### config.mk
export PLATFORM = sky130hd
export DESIGN_NAME = keypad_scanner
export DESIGN_NICKNAME = d
export VERILOG_FILES = /design/src/rtl/keypad_pkg.sv /design/src/rtl/sync2.sv /design/src/rtl/keypad_scanner.sv
export SDC_FILE = /design/constraint.sdc
export NUM_CORES = 1
export LEC_CHECK = 0
export ABC_AREA = 1
export CAP_MARGIN = 20
export CORE_ASPECT_RATIO = 2
export CORE_MARGIN = 4
export CORE_UTILIZATION = 52
export DETAILED_ROUTE_END_ITERATION = 10
export PLACE_DENSITY_LB_ADDON = 0.05
export REMOVE_ABC_BUFFERS = 1
export SYNTH_ARGS = -nofsm -noshare
export SYNTH_HDL_FRONTEND = slang
export SYNTH_SLANG_ARGS = --single-unit
### constraint.sdc
create_clock -name clk -period 2.1 [get_ports clk]
set_input_delay 0.315 -clock clk [delete_from_list [all_inputs] [get_ports clk]]
set_output_delay 0.315 -clock clk [all_outputs]
set_load 0.05 [all_outputs]
### src/rtl/keypad_pkg.sv
// Shared types and helpers for the 4x4 keypad scanner front end.
package keypad_pkg;

    typedef enum logic [1:0] {
        SCAN,
        PRESS_DB,
        HELD,
        RELEASE_DB
    } state_t;

    function automatic logic one_low(input logic [3:0] row);
        int unsigned zeros;
        zeros = 0;
        for (int unsigned i = 0; i < 4; i++) begin
            if (!row[i]) zeros++;
        end
        return zeros == 1;
    endfunction

    // Only meaningful for patterns accepted by one_low().
    function automatic logic [1:0] low_index(input logic [3:0] row);
        case (row)
            4'b1110: return 2'd0;
            4'b1101: return 2'd1;
            4'b1011: return 2'd2;
            default: return 2'd3;
        endcase
    endfunction

    function automatic logic [3:0] key_map(input logic [1:0] row, input logic [1:0] col);
        case ({row, col})
            4'h0: return 4'h1;
            4'h1: return 4'h2;
            4'h2: return 4'h3;
            4'h3: return 4'hA;
            4'h4: return 4'h4;
            4'h5: return 4'h5;
            4'h6: return 4'h6;
            4'h7: return 4'hB;
            4'h8: return 4'h7;
            4'h9: return 4'h8;
            4'hA: return 4'h9;
            4'hB: return 4'hC;
            4'hC: return 4'hE;
            4'hD: return 4'h0;
            4'hE: return 4'hF;
            default: return 4'hD;
        endcase
    endfunction

    function automatic logic [3:0] col_drive(input logic [1:0] idx);
        return ~(4'b0001 << idx);
    endfunction

endpackage

### src/rtl/sync2.sv
// Parameterized-width two-flop synchronizer with synchronous reset.
module sync2 #(
    parameter int unsigned WIDTH = 1
) (
    input  logic             clk,
    input  logic             reset,
    input  logic [WIDTH-1:0] d,
    output logic [WIDTH-1:0] q
);

    logic [WIDTH-1:0] meta;

    always_ff @(posedge clk) begin
        if (reset) begin
            meta <= '0;
            q    <= '0;
        end else begin
            meta <= d;
            q    <= meta;
        end
    end

endmodule

### src/rtl/keypad_scanner.sv
// 4x4 active-low keypad scanner: column scan, row debounce, one key_valid pulse per press.
module keypad_scanner
    import keypad_pkg::*;
#(
    parameter int unsigned SCAN_DIV     = 16,
    parameter int unsigned DEBOUNCE_CNT = 1024
) (
    input  logic       clk,
    input  logic       reset,
    input  logic       ena,
    input  logic [3:0] row_n,
    output logic [3:0] col_n,
    output logic [1:0] col_idx,
    output logic [3:0] key_code,
    output logic       key_valid,
    output logic       key_held
);

    localparam int unsigned SW = $clog2(SCAN_DIV);
    localparam int unsigned DW = $clog2(DEBOUNCE_CNT);
    localparam logic [SW-1:0] SCAN_LAST = SW'(SCAN_DIV - 1);
    localparam logic [DW-1:0] DB_LAST   = DW'(DEBOUNCE_CNT - 1);

    logic [3:0]    row_s;
    logic [3:0]    row_cap;
    logic [SW-1:0] scan_cnt;
    logic [DW-1:0] db_cnt;
    state_t        state;

    sync2 #(.WIDTH(4)) u_row_sync (
        .clk   (clk),
        .reset (reset),
        .d     (row_n),
        .q     (row_s)
    );

    always_ff @(posedge clk) begin
        if (reset) begin
            state     <= SCAN;
            col_idx   <= '0;
            col_n     <= 4'b1110;
            scan_cnt  <= '0;
            db_cnt    <= '0;
            row_cap   <= '1;
            key_code  <= '0;
            key_valid <= 1'b0;
            key_held  <= 1'b0;
        end else if (!ena) begin
            key_valid <= 1'b0;
        end else begin
            key_valid <= 1'b0;
            unique case (state)
                SCAN: begin
                    if (scan_cnt == SCAN_LAST) begin
                        scan_cnt <= '0;
                        if (one_low(row_s)) begin
                            row_cap <= row_s;
                            db_cnt  <= '0;
                            state   <= PRESS_DB;
                        end else begin
                            col_idx <= col_idx + 2'd1;
                            col_n   <= col_drive(col_idx + 2'd1);
                        end
                    end else begin
                        scan_cnt <= scan_cnt + SW'(1);
                    end
                end
                PRESS_DB: begin
                    if (row_s != row_cap) begin
                        // Bounce: give up on this column and move on rather than rescanning it.
                        state    <= SCAN;
                        scan_cnt <= '0;
                        col_idx  <= col_idx + 2'd1;
                        col_n    <= col_drive(col_idx + 2'd1);
                    end else if (db_cnt == DB_LAST) begin
                        state     <= HELD;
                        key_code  <= key_map(low_index(row_cap), col_idx);
                        key_valid <= 1'b1;
                        key_held  <= 1'b1;
                    end else begin
                        db_cnt <= db_cnt + DW'(1);
                    end
                end
                HELD: begin
                    if (row_s == 4'hF) begin
                        db_cnt <= '0;
                        state  <= RELEASE_DB;
                    end
                end
                RELEASE_DB: begin
                    if (row_s != 4'hF) begin
                        state <= HELD;
                    end else if (db_cnt == DB_LAST) begin
                        state    <= SCAN;
                        col_idx  <= '0;
                        col_n    <= 4'b1110;
                        scan_cnt <= '0;
                        key_held <= 1'b0;
                    end else begin
                        db_cnt <= db_cnt + DW'(1);
                    end
                end
            endcase
        end
    end

endmodule

---- Yosys cells after proc, flatten, opt, wreduce, memory -nomap -nowiden ----
Memories as Yosys holds them, arrays and structs flattened. A register that Yosys moved wholly into a read port is not among the register bits.
Index checks and enable logic that the tools add are counted.
cells by class
  bitwise gates (word level) .............. 4
  reductions and logical operators ........ 11
  eq/ne operators ......................... 23
  add/sub/neg operators ................... 6
  shift-type cells ........................ 1
  multiplexer cells ....................... 63
operators with widths
  operator                                         count
  two-way mux 32 bit                               19
  adder 32 x 1 -> 32 bit (second input constant)   3
  two-way mux 10 bit                               6
  one-hot mux 10 bit (4 select lines)              1
  two-way mux 4 bit                                9
  == test 32 x 1 -> 1 bit (second input constant)  1
  two-way mux 2 bit                                16
  one-hot mux 4 bit (3 select lines)               2
  == test 4 bit (second input constant)            5
  inequality test 2 bit (second input constant)    9
  AND reduction 6 bit                              3
  one-hot mux 2 bit (3 select lines)               2
  adder 10 x 1 -> 10 bit (second input constant)   1
  == test 10 bit (second input constant)           1
  one-hot mux 2 bit (4 select lines)               1
  AND reduction 4 bit                              2
  AND reduction 7 bit                              1
  two-way mux 1 bit                                6
  inequality test 3 bit (second input constant)    2
  AND reduction 5 bit                              1
  adder 4 x 1 -> 4 bit (second input constant)     1
  == test 2 bit (second input constant)            2
  inequality test 4 bit                            1
  inequality test 4 bit (second input constant)    1
  other kinds (10)                                 12
word-level totals
  register bits ........................... 36
  memories kept ........................... 1
  word-level logic and storage cells ...... 119
  ROM bits ................................ 64
  input port bits ......................... 7
memory list
  name              depth  width  rd ports  clocked after memory_dff  write ports  RTL line          RTL
  (name not given)  16     4      1         1                         0            keypad_pkg.sv:31  case ({row, col})

---- Depth between registers and ports, before layout ----
  word-level depth ........................ 27
  depth in mapped cells ................... 17

---- Modules after synthesis ----
Synthesis repeated with hierarchy kept, for this count alone.
second synthesis, totals
  cells, all modules ...................... 342
  area total of the unflattened synthesis .. 2,358.5 µm²
by module, submodules not included
  module          seq. area each (µm²)  cells an instance  area each (µm²)  instances
  keypad_scanner  640.6                 317                2,127.0          1
  sync2           160.2                 25                 231.5            1

---- Least setup slack after synthesis ----
OpenSTA, ideal clock, no wires.
  path kind ............................... register to register
  from .................................... register u_row_sync.q[0]
  to ...................................... register db_cnt[0]
  setup slack ............................. 21 ps
  data arrival time ....................... 1,967 ps
  cell stages (with the launch flop) ...... 17
  library setup time ...................... 111 ps
  required time ........................... 1,989 ps
  path buffers ............................ 1
  clock period less this slack ............ 2,079 ps
  path through ............................ dfxtp_1 inv_1 ha_1 inv_1 nand2_1 nand2_2 inv_1 ha_1 nor2_1 nand2_1 o21ai_2 nand2_1 a21boi_2 buf_6 nand3_1 nand2_1 nor2_1
on the way
  longest elaborated chain between the ends .. 26
  elaborated cells between the ends (all ways) .. 32
  classes of those cells .................. 3 x add/sub; 8 x eq/ne; 20 x mux; 1 x reduce/logical
RTL lines
  item                               RTL line               RTL
  from (decl)                        sync2.sv:8             output logic [WIDTH-1:0] q
  from (signal assigned)             sync2.sv:19            q <= meta;
  two-way mux 1 bit                  keypad_pkg.sv:15       if (!row[i]) zeros++;
  two-way mux 32 bit                 keypad_scanner.sv:54   if (scan_cnt == SCAN_LAST) begin
  two-way mux 32 bit                 keypad_scanner.sv:52   unique case (state)
  two-way mux 32 bit                 keypad_scanner.sv:48   end else if (!ena) begin
  two-way mux 32 bit                 keypad_scanner.sv:38   if (reset) begin
  adder 32 x 1 -> 32 bit             keypad_pkg.sv:15
  two-way mux 32 bit                 keypad_pkg.sv:15
  two-way mux 32 bit                 keypad_scanner.sv:54
  [10 not listed]                    n/a
  two-way mux 32 bit                 keypad_pkg.sv:15
  two-way mux 32 bit                 keypad_scanner.sv:54
  two-way mux 32 bit                 keypad_scanner.sv:52
  two-way mux 32 bit                 keypad_scanner.sv:48
  two-way mux 32 bit                 keypad_scanner.sv:38
  == test 32 x 1 -> 1 bit            keypad_pkg.sv:17       return zeros == 1;
  inequality test 2 bit (no line)    n/a
  AND reduction 6 bit (no line) (*)  n/a
  to (signal assigned)               keypad_scanner.sv:81   db_cnt <= db_cnt + DW'(1);
  to (signal assigned)               keypad_scanner.sv:100  db_cnt <= db_cnt + DW'(1);
  to (decl)                          keypad_scanner.sv:27   logic [DW-1:0] db_cnt;
Mark *: on every way between the ends. The rest lies on a longest branch, timed or not. The select of a mux whose other input is x is not followed.
A chain may end at the register's enable or synchronous reset.

---- Final worst setup path ----
  from .................................... register u_row_sync.q[0]
  to ...................................... register db_cnt[1]
The elaborated chain is that of the path after synthesis.

==> flow_results.org <==
** CTS
- After clock tree synthesis, the clock-pin slew on the worst setup and hold paths is 80 ps.
- Hold repair after CTS inserted 0 buffers.
- Buffers from clock root to sink, at most :: 2
- Number of buffers inserted during clock tree synthesis :: 5
- CTS Root Buffer Type :: clkbuf_8
- TritonCTS built the clock tree.
- Number of H-tree branching levels :: 2
- Clock insertion delay at the later pin of the skew report :: 290 ps
- The tree built by TritonCTS fans out to 40 sinks.

** Pwr
- Overall power consumption after layout is estimated at 1.81 mW.
- In this run the power density over the cells is 612 mW/mm^2.
- VDD sags by at most 0.654 mV.
- Leakage power total :: 1.23 nW

** Synthesis
- By area, the combinational part of the netlist is dominated by simple AND/OR/NAND/NOR gates.
- Yosys mapped the design onto 31 distinct sky130hd cell types.
- The most used flip-flop cell after synthesis is dfxtp_1.
- Synthesized area :: 0.00228 mm^2
- Synthesis warning total :: 0
- Arithmetic-cell share of the synthesized area counting full adders, half adders and majority gates :: 0.0604
- Synthesis inferred 40 register bits.
- Fraction of registers with async set or reset after synthesis :: 0
- Counting flops with a built-in enable in the synthesized netlist gives 0.
- Xor and xnor area share after synthesis :: 0.0231
- Post-synthesis mux area share :: 0
- Cell types with the largest area share after synthesis :: dfxtp_1 35%, nand2_1 12%, nor2_1 7.6%, nand3_1 6.8%, ha_1 6.0%
- Share of synthesized cell area in and, or, nand and nor gates :: 0.357
- Area fraction in compound gates after synthesis :: 0.126
- The share of the Yosys chip area taken by registers is 0.351.
- Synth Instances :: 334
- A synthesized cell averages 6.82 um^2.
- Leading area contributor after synthesis :: dfxtp_1
- The share of synthesized area in the top cell type comes to 0.351.

** Layout
- Relative area change from synthesis to final layout :: 30.2%
- In the final layout, the share of cells above drive strength 1 is 0.220.
- In the final design database the tool counted 389 nets.
- After filler insertion, the fill cell instance count of the layout stands at 351.
- Fin util :: 0.711
- Reg area :: 803 um^2
- Area of the multi-input gates :: 0.00147 mm^2
- The number of antenna diodes in the final layout is 0.

** STA
- Number of pins exceeding their max-slew limit in the final report :: 0
- Slew margin rel. :: 0.627
- The number of endpoints with negative hold slack in the final report was 0.
- Clock period minus final worst setup slack :: 2070 ps
- Of the available clock period, the critical path in the final layout requires 0.987.
- Based on the critical path, the design can be clocked at up to 482 MHz.
- The clock arrives with 2.51 ps of skew.
- RSZ-0062 raised after global routing :: yes
- Setup violations remaining at the end of the flow were counted as 0.
- For the pin with the worst max-slew slack, the measured transition is 558 ps.
- The worst path meets setup with 27.4 ps of slack.

** Worst setup path
- R2R setup slack :: 30 ps
- Category of the worst setup path launch point :: flop
- Data arrival at the endpoint of the critical path :: 2250 ps
- CP max FO :: 7
- The critical path is of the reg2reg type.
- Worst Path Required :: 2280 ps
- End of the worst register-to-register path :: db_cnt[1]$_SDFFE_PP0P_
- The worst setup path is captured at a flop.
- Critical R2R Launch :: u_row_sync.q[0]$_SDFF_PP0_
- Measured in cells, the most critical reg-to-reg path has a length of 15.

** Global routing
- Summed over all layers, the global routing overflow is 0.
- Across every metal layer, demand over resource in global routing totals 0.216.
- Maximum number of pins on one net before global-route repair :: 27
- Antenna violations before repair :: 0
- Vias in the first global route :: 2108
- The first global-routing pass estimated 9.05 mm of wire.

** Placed design
- Post-place setup slack :: -94.6 ps
- Buffers on Ports :: 18
- RePlAce Congestion :: 0.885
- Half-perimeter wire length after placement :: 3.92 mm

** Status
- The flow ran to the end, and the final reports show no timing, DRC or antenna violations.

** Die
- The die covers 0.00557 mm^2.
- The initialized floorplan defines 33 standard-cell rows.
- IO Pins :: 19
- The initial utilization of the core area, before any placement, comes to 0.546.
- Horizontal die dimension :: 54.8 um
- Measured along the y axis, the die boundary spans 102 um.
- Core Region :: 0.00417 mm^2

** Routing
- The detailed router finished its first iteration with 43 violations.
- Per-cell via count in the routed design :: 5.36
- Residual DRC count :: 0
- In the final routed layout, each cell accounts on average for 13.0 um.
- In this run the remaining antenna-violating nets after routing total 0.
- Routed wire length :: 5.53 mm
- Detailed routing inserted a total of 2274 vias.
- Number of iterations in the first detailed-routing pass :: 4

** Hold path
- Launch point of the worst hold path :: u_row_sync.meta[1]$_SDFF_PP0_
- Counting instances, the worst hold path has a depth of 2.
- Worst min-delay path category :: reg2reg
- End point of the most critical hold path :: u_row_sync.q[1]$_SDFF_PP0_

** Job
- Number of maximum-capacitance violations :: 0
-- cell families (layout without fill, tap and decap cells) --
family	Yosys count	after routing
buffers and inverters	45	83
xor gates and xnor gates	6	6
DFF	40	40
AOI/OAI and AO/OA	52	52
and+or+nand+nor	180	180
adders and majority gates	11	11
-- what timing repair did --
action	4_1_cts	5_1_grt
resized for setup	22	22
endpoints found under the setup margin	22	24
setup buffers	6	0
pin swaps	14	21
-- power by group --
group | internal (mW) | leakage, nW | switching (mW)
clock network | 0.595 | 0.0784 | 0.281
logic | 0.0757 | 0.828 | 0.0874
registers | 0.768 | 0.325 | 0.00779
total | 1.44 | 1.23 | 0.376
-- per-stage QoR --
step                      hold slack, ps  area (um^2)  setup TNS [ps]  cells
final                                405         2970               0    424
after detailed placement             395         2590           -1470    411
after global placement               390         2590            -196    411
after CTS                            402         2880               0    425
after global routing                 415         2970           -1120    424
after floorplan                      384         2240           -1600    327
-- cell usage after synthesis, types with 2 or more instances --
master,instances
inv_2,2
dfxtp_1,40
nand3b_1,2
buf_6,2
nor2_1,46
a21oi_1,23
nand4_1,4
clkbuf_1,4
o211a_1,2
o21ai_0,22
nor2_2,4
nand2_2,6
o211ai_1,2
xor2_1,3
nor3_2,2
xnor2_1,3
nand2_1,75
nand3_2,2
nor3_1,3
inv_1,36
ha_1,11
nand3_1,31
-- per-layer routing --
metal  GRT usage  vias up  part of all wire
met5           0        -                 0
met1       0.213     1078              0.38
met4      0.0845        0             0.018
li1            -     1158                 -
met3      0.0339        7             0.028
met2       0.413       31              0.57
-- critical path: stages, from the launching register on --
cell and delay, ps:
dfxtp_2 330, buf_4 130, ha_2 180, inv_1 60, nand2_2 60, nand2_2 90, ha_4 210, nor2_4 90
nand2_2 70, o21ai_4 80, nand2_2 100, a21boi_4 210, buf_6 170, nand3_2 60, nand2_1 60, nor2_1 30
-- flip-flops by register name (all words and copies together), names as in the netlist --
register         cells
col_n                4
col_idx              2
db_cnt              10
key_held             1
scan_cnt             4
key_code             4
row_cap              4
u_row_sync.meta      4
key_valid            1
u_row_sync.q         4
state                2
-- cell type report --
| class | instances | area share |
|---|---|---|
| well taps | 52 | 0.0219 |
| clock inverters | 3 | 0.0304 |
| clock buffers | 5 | 0.0232 |
| repair buffers | 37 | 0.111 |
| flip-flops and latches | 40 | 0.271 |
| multi-input cells | 249 | 0.494 |
| inverters | 38 | 0.0481 |
-- cells in the final DEF (no fill, tap or decap), types with 4 or more instances in the layout --
cell              n
inv_2             6
nor2_2            5
dfxtp_1          38
nor2_1           44
nand2_1          67
nand3_2          12
clkdlybuf4s50_1  18
buf_4            17
nand2_2          13
inv_1            32
a21oi_1          19
a21oi_2           4
ha_1              8
clkbuf_8          5
nand4_1           4
o21ai_0          21
nand3_1          20
-- how the worst max path moves through the flow --
stage / cells after the start / from / slack, ps / endpoint
global route: 16 / u_row_sync.q[1]$_SDFF_PP0_ / -100 / db_cnt[1]$_SDFFE_PP0P_
global placement: 14 / u_row_sync.q[0]$_SDFF_PP0_ / -20 / row_cap[1]$_SDFFE_PP1P_
detailed placement: 15 / u_row_sync.q[0]$_SDFF_PP0_ / -90 / db_cnt[6]$_SDFFE_PP0P_
finish: 15 / u_row_sync.q[0]$_SDFF_PP0_ / 30 / db_cnt[1]$_SDFFE_PP0P_
CTS: 13 / u_row_sync.q[0]$_SDFF_PP0_ / 3 / row_cap[1]$_SDFFE_PP1P_
floorplan: 16 / u_row_sync.q[0]$_SDFF_PP0_ / -160 / db_cnt[0]$_SDFFE_PP0P_
Power figures use the tool's default switching activity.
